==> src/rtl/cache_pkg.sv <==
// Shared cache definitions for the tag/valid write path.
// - TAGV_W / TAGV_VALID_BIT: layout of a tagv RAM word ({tag, valid}, valid in bit 0)
// - tagv_state_t: write-controller FSM states
// - tagv_word(): packs a tag and valid bit into a tagv word
package cache_pkg;

  localparam int unsigned TAG_WIDTH_DEFAULT = 20;
  localparam int unsigned TAGV_W            = TAG_WIDTH_DEFAULT + 1;
  localparam int unsigned TAGV_VALID_BIT    = 0;

  // The pack helper works on a wide word so it serves any TAG_WIDTH up to
  // TAGV_TAG_MAX; callers size-cast the argument in and the result back out.
  localparam int unsigned TAGV_PACK_W  = 64;
  localparam int unsigned TAGV_TAG_MAX = TAGV_PACK_W - 1;

  typedef enum logic [1:0] {
    IDLE  = 2'd0,
    SWEEP = 2'd1,
    ACK   = 2'd2
  } tagv_state_t;

  function automatic logic [TAGV_PACK_W-1:0] tagv_word(
    input logic [TAGV_TAG_MAX-1:0] tag,
    input logic                    valid
  );
    return {tag, valid};
  endfunction

endpackage

==> src/rtl/tagv_sweep_cnt.sv <==
// Set-index counter for the IBAR invalidate-all sweep.
// Ports:
//   clk, rst : clock, asynchronous active-high reset
//   start    : clear the counter to 0 (takes priority over en)
//   en       : advance the counter by one
//   count    : current sweep index
//   last     : count is at the final set index
module tagv_sweep_cnt #(
  parameter int unsigned ADDR_WIDTH = 6
) (
  input  logic                  clk,
  input  logic                  rst,
  input  logic                  start,
  input  logic                  en,
  output logic [ADDR_WIDTH-1:0] count,
  output logic                  last
);

  always_ff @(posedge clk or posedge rst) begin
    if (rst) begin
      count <= '0;
    end else if (start) begin
      count <= '0;
    end else if (en) begin
      count <= count + ADDR_WIDTH'(1);
    end
  end

  assign last = (count == '1);

endmodule

==> src/rtl/tagv_write_ctrl.sv <==
// Write-side controller for the cache tag/valid RAM. Owns the single tagv
// write port and arbitrates refill (tag install) > CACOP index-invalidate >
// IBAR invalidate-all. IBAR sweeps one set per cycle with all ways enabled.
// Ports:
//   clk, rst                      : clock, asynchronous active-high reset
//   ibar_req / ibar_ack           : invalidate-all level request / 1-cycle done pulse
//   refill_req/idx/way/tag        : install request, refill_ready = accept
//   cacop_req/idx/way             : single-line invalidate, cacop_ready = accept
//   busy                          : sweep in progress, lookup must stall
//   tagv_we / tagv_waddr / tagv_din : registered RAM write port ({tag, valid})
module tagv_write_ctrl
  import cache_pkg::*;
#(
  parameter int unsigned ADDR_WIDTH = 6,
  parameter int unsigned TAG_WIDTH  = 20,
  parameter int unsigned WAYS       = 2
) (
  input  logic                     clk,
  input  logic                     rst,
  input  logic                     ibar_req,
  output logic                     ibar_ack,
  input  logic                     refill_req,
  input  logic [ADDR_WIDTH-1:0]    refill_idx,
  input  logic [$clog2(WAYS)-1:0]  refill_way,
  input  logic [TAG_WIDTH-1:0]     refill_tag,
  output logic                     refill_ready,
  input  logic                     cacop_req,
  input  logic [ADDR_WIDTH-1:0]    cacop_idx,
  input  logic [$clog2(WAYS)-1:0]  cacop_way,
  output logic                     cacop_ready,
  output logic                     busy,
  output logic [WAYS-1:0]          tagv_we,
  output logic [ADDR_WIDTH-1:0]    tagv_waddr,
  output logic [TAG_WIDTH:0]       tagv_din
);

  localparam int unsigned DIN_W = TAG_WIDTH + 1;

  tagv_state_t           state, state_next;
  logic                  cnt_start, cnt_en, cnt_last;
  logic [ADDR_WIDTH-1:0] cnt;
  logic [WAYS-1:0]       we_d;
  logic [ADDR_WIDTH-1:0] waddr_d;
  logic [DIN_W-1:0]      din_d;

  tagv_sweep_cnt #(
    .ADDR_WIDTH(ADDR_WIDTH)
  ) u_sweep_cnt (
    .clk  (clk),
    .rst  (rst),
    .start(cnt_start),
    .en   (cnt_en),
    .count(cnt),
    .last (cnt_last)
  );

  // The write port is registered, so the next-cycle write is decided here.
  // During SWEEP the counter holds the address currently on tagv_waddr,
  // hence the registered address for the following cycle is cnt + 1.
  always_comb begin
    state_next = state;
    cnt_start  = 1'b0;
    cnt_en     = 1'b0;
    we_d       = '0;
    waddr_d    = '0;
    din_d      = '0;
    case (state)
      IDLE: begin
        if (refill_req) begin
          we_d    = WAYS'(1) << refill_way;
          waddr_d = refill_idx;
          din_d   = DIN_W'(tagv_word(TAGV_TAG_MAX'(refill_tag), 1'b1));
        end else if (cacop_req) begin
          we_d    = WAYS'(1) << cacop_way;
          waddr_d = cacop_idx;
        end else if (ibar_req) begin
          state_next = SWEEP;
          cnt_start  = 1'b1;
          we_d       = '1;
        end
      end
      SWEEP: begin
        if (cnt_last) begin
          state_next = ACK;
        end else begin
          cnt_en  = 1'b1;
          we_d    = '1;
          waddr_d = cnt + ADDR_WIDTH'(1);
        end
      end
      ACK: begin
        state_next = IDLE;
      end
      default: begin
        state_next = IDLE;
      end
    endcase
  end

  always_ff @(posedge clk or posedge rst) begin
    if (rst) begin
      state      <= IDLE;
      tagv_we    <= '0;
      tagv_waddr <= '0;
      tagv_din   <= '0;
    end else begin
      state      <= state_next;
      tagv_we    <= we_d;
      tagv_waddr <= waddr_d;
      tagv_din   <= din_d;
    end
  end

  // Readies are masked by rst so every output reads 0 while reset is held.
  assign refill_ready = ~rst & (state == IDLE);
  assign cacop_ready  = refill_ready & ~refill_req;
  assign busy         = (state == SWEEP);
  assign ibar_ack     = (state == ACK);

endmodule

==> config.mk <==
export PLATFORM = sky130hd
export DESIGN_NAME = tagv_write_ctrl
export DESIGN_NICKNAME = d
export VERILOG_FILES = /design/src/rtl/cache_pkg.sv /design/src/rtl/tagv_sweep_cnt.sv /design/src/rtl/tagv_write_ctrl.sv
export SDC_FILE = /design/constraint.sdc
export NUM_CORES = 1
export LEC_CHECK = 0
export ABC_AREA = 1
export CELL_PAD_IN_SITES_DETAIL_PLACEMENT = 1
export CELL_PAD_IN_SITES_GLOBAL_PLACEMENT = 1
export CORE_MARGIN = 8
export CORE_UTILIZATION = 31
export CTS_CLUSTER_DIAMETER = 40
export CTS_CLUSTER_SIZE = 14
export DETAILED_ROUTE_END_ITERATION = 10
export PLACE_DENSITY_LB_ADDON = 0.1
export SETUP_SLACK_MARGIN = 0.2
export SYNTH_ARGS = -nofsm -noshare
export SYNTH_HDL_FRONTEND = slang
export SYNTH_SLANG_ARGS = --single-unit
==> constraint.sdc <==
create_clock -name clk -period 2.85 [get_ports clk]
set_input_delay 0.57 -clock clk [delete_from_list [all_inputs] [get_ports clk]]
set_output_delay 0.57 -clock clk [all_outputs]
set_load 0.03 [all_outputs]
==> flow_summary_export.csv <==
group,metric,value,unit
critical_path,critPathArrivalTime,1.80,ns
floorplan,core_area,0.00475,mm²
timing,max_freq,422,MHz
route,dr.pass1.iters,4,
clock_tree,root_buffer,"clkbuf_8",
power_and_ir_drop,power_leakage,1.12,nW
timing,hold_slack,0.562,ns
route,drc,0,
clock_tree,htreeDepth,2,
synthesis,yosysTopAreaCell,"dfrtp_1",
placed_design,io_buffers,71,
synthesis,synth_seq_cells,37,
placed_design,dpl_cell_area,0.00232,mm²
synthesis,synthCells,173,
critical_path,cp_max_fo,3,
floorplan,die_w,86.3,µm
power_and_ir_drop,power_density,850,mW/mm²
synthesis,synthTopCellsByArea,"dfrtp_1 60%, nand2_1 14%, nor2_1 6.6%",
hold_path,hp-class,"flop to flop",
floorplan,initial_core_util,32.2,%
critical_path,rr_startpoint,"u_sweep_cnt.count[0]$_DFFE_PP0P_",
clock_tree,cts.path.max_buffers,2,
clock_tree,cts_setup_buffers,0,
critical_path,cp-startpoint,"rst",
synthesis,synth.top_cell.area_share,60.5,%
clock_tree,cts_resized,0,
hold_path,hold_start,"u_sweep_cnt.count[0]$_DFFE_PP0P_",
route,drt-vias-per-instance,4.40,
critical_path,required,2.28,ns
synthesis,syn_area_per_cell,8.85,µm²
route,drtAntennaViolNets,0,
critical_path,criticalPathCategory,"primary input to output pin",
global_route,grt_pass1_vias,1580,
timing,report.final.slew_viol_count,0,
global_route,grt_first_pass_wirelength,8010,µm
timing,finClkSkew,0.00226,ns
timing,rsz0062_at_grt,"no",
route,dr_wl_met3,505,µm
timing,min_period,2.37,ns
clock_tree,clk_pin_slew_worst_paths,0.07,ns
route,wl_per_cell,14.8,µm
critical_path,endpoint_kind,"output pin",
synthesis,synth-seq-area-share,60.5,%
power_and_ir_drop,ir_drop,0.282,mV
placed_design,place_inst,308,
route,drt_iter0_drc,39,
run_status,status,"finished clean",
placed_design,hpwl,3580,µm
clock_tree,cts_buffers,5,
synthesis,synthesis.area,0.00153,mm²
floorplan,std_cell_rows,25,
synthesis,synth.distinct_cells,19,
floorplan,ios,72,
timing,setup_viol,0,
placed_design,gp_congestion,0.712,
timing,hold_violations,0,
route,wl,4670,µm
finish,diodes,0,
run,drv_cap,0,
finish,syn_to_final_growth,57.9,%
route,vias,1389,
finish,nNetsFinal,288,
timing,finalCritPeriodShare,83.2,%
finish,fin_area,0.00242,mm²
route,top_layer_used,"met4",
timing,max_slew_margin,67.5,%
global_route,antenna_found_initial,0,
floorplan,die_area,0.00745,mm²
timing,worst_pin_slew,0.487,ns
synthesis,yosysWarnings,0,
critical_path,startpoint_type,"primary input",
route,wl_met1,1890,µm
finish,drive_above_1_share,7.23,%
global_route,track_usage,13.9,%
route,met2WireLength,2200,µm
clock_tree,insertion_delay,0.29,ns
clock_tree,cts_tree,"done",
global_route,grt_max_degree,38,
clock_tree,cts_num_sinks,37,
finish,fin_cells,316,
global_route,grt.overflow.total,0,
synthesis,synth.net_count,213,
power_and_ir_drop,finalPower,2.06,mW
timing,timing.setup.tns,0,ns
floorplan,die_h,86.3,µm
clock_tree,cts_hold_buf,0,
state kept, by name, summed over array words and instances (netlist names):
signal / flops
tagv_waddr: 6
tagv_din: 21
tagv_we: 2
u_sweep_cnt.count: 6
state: 2
report_power, final:
part / total [mW] / internal [mW] / switching (mW)
Combinational: 0.897 / 0.344 / 0.553
Clock: 0.409 / 0.219 / 0.190
Sequential: 0.751 / 0.668 / 0.0827
worst max-delay path, stage by stage:
cell             delay [ns]
clkdlybuf4s50_1        0.44
nor2_1                 0.12
clkdlybuf4s50_1        0.68
per-layer routing:
layer  up-vias  GRT usage, %
li1        689             -
met1       653          15.0
met2        40          22.1
met3         7          7.94
met4         0          5.16
met5         -             0
Yosys cell counts:
master and n:
nand4_1 2, nand4_2 1, o21bai_1 1, nor3_1 2, clkbuf_1 1, o21ai_0 1
o21ai_4 1, ha_1 1, a21oi_1 3, buf_2 5, nor2_4 1, dfrtp_1 37
nor2_1 27, inv_1 10, nand3_1 20, nand2_1 56, inv_2 2, nand3_2 1
o211ai_1 1
cells by family after synthesis:
logic type      after synthesis  synth area share (%)
simple gates                110                  30.6
flops                        37                  60.5
buf+inv                      18                  4.82
compound gates                7                  3.35
fa+ha+maj                     1                 0.817
layout make-up:
cell class / instances / area, µm²
inverter: 12 / 45.0
clock inverter: 1 / 5.00
multi-input combinational: 118 / 532
timing repair buffer: 74 / 731
clock buffer: 7 / 96.3
fill: 572 / 2340
sequential: 37 / 926
tap: 67 / 83.8
worst paths after layout:
check                                                   end  slack, ns  depth (start not counted)
hold / removal             u_sweep_cnt.count[0]$_DFFE_PP0P_       0.56                          2
max in group asynchronous  u_sweep_cnt.count[2]$_DFFE_PP0P_       1.76                          3
min in group asynchronous             tagv_din[2]$_DFF_PP0_       0.75                          3
setup reg to reg                    tagv_waddr[5]$_DFF_PP0_       1.44                          6
setup / recovery                               refill_ready       0.48                          3
hold reg to reg            u_sweep_cnt.count[0]$_DFFE_PP0P_       0.56                          2
cells in the final DEF (no fill, tap or decap):
cell type         n
o21ai_4           1
nor2_4            1
nand2_1          56
clkdlybuf4s50_1  70
nor3_1            2
inv_1            10
o211ai_1          1
nor2_1           27
ha_1              1
nand4_2           1
inv_2             2
o21ai_0           1
a21oi_1           3
nand3_1          20
dfrtp_1          37
nand3_2           1
nand4_1           2
clkinv_2          1
clkbuf_8          7
buf_4             4
o21bai_1          1
metrics by stage:
step	setup WS (ns)	utilization [%]
6_report	0.480	50.9
5_1_grt	0.392	50.9
4_1_cts	0.468	50.9
3_5_place_dp	0.481	48.7
3_3_place_gp	0.478	48.7
2_1_floorplan	0.857	-
No activity file was read; power rests on OpenSTA's default activity.
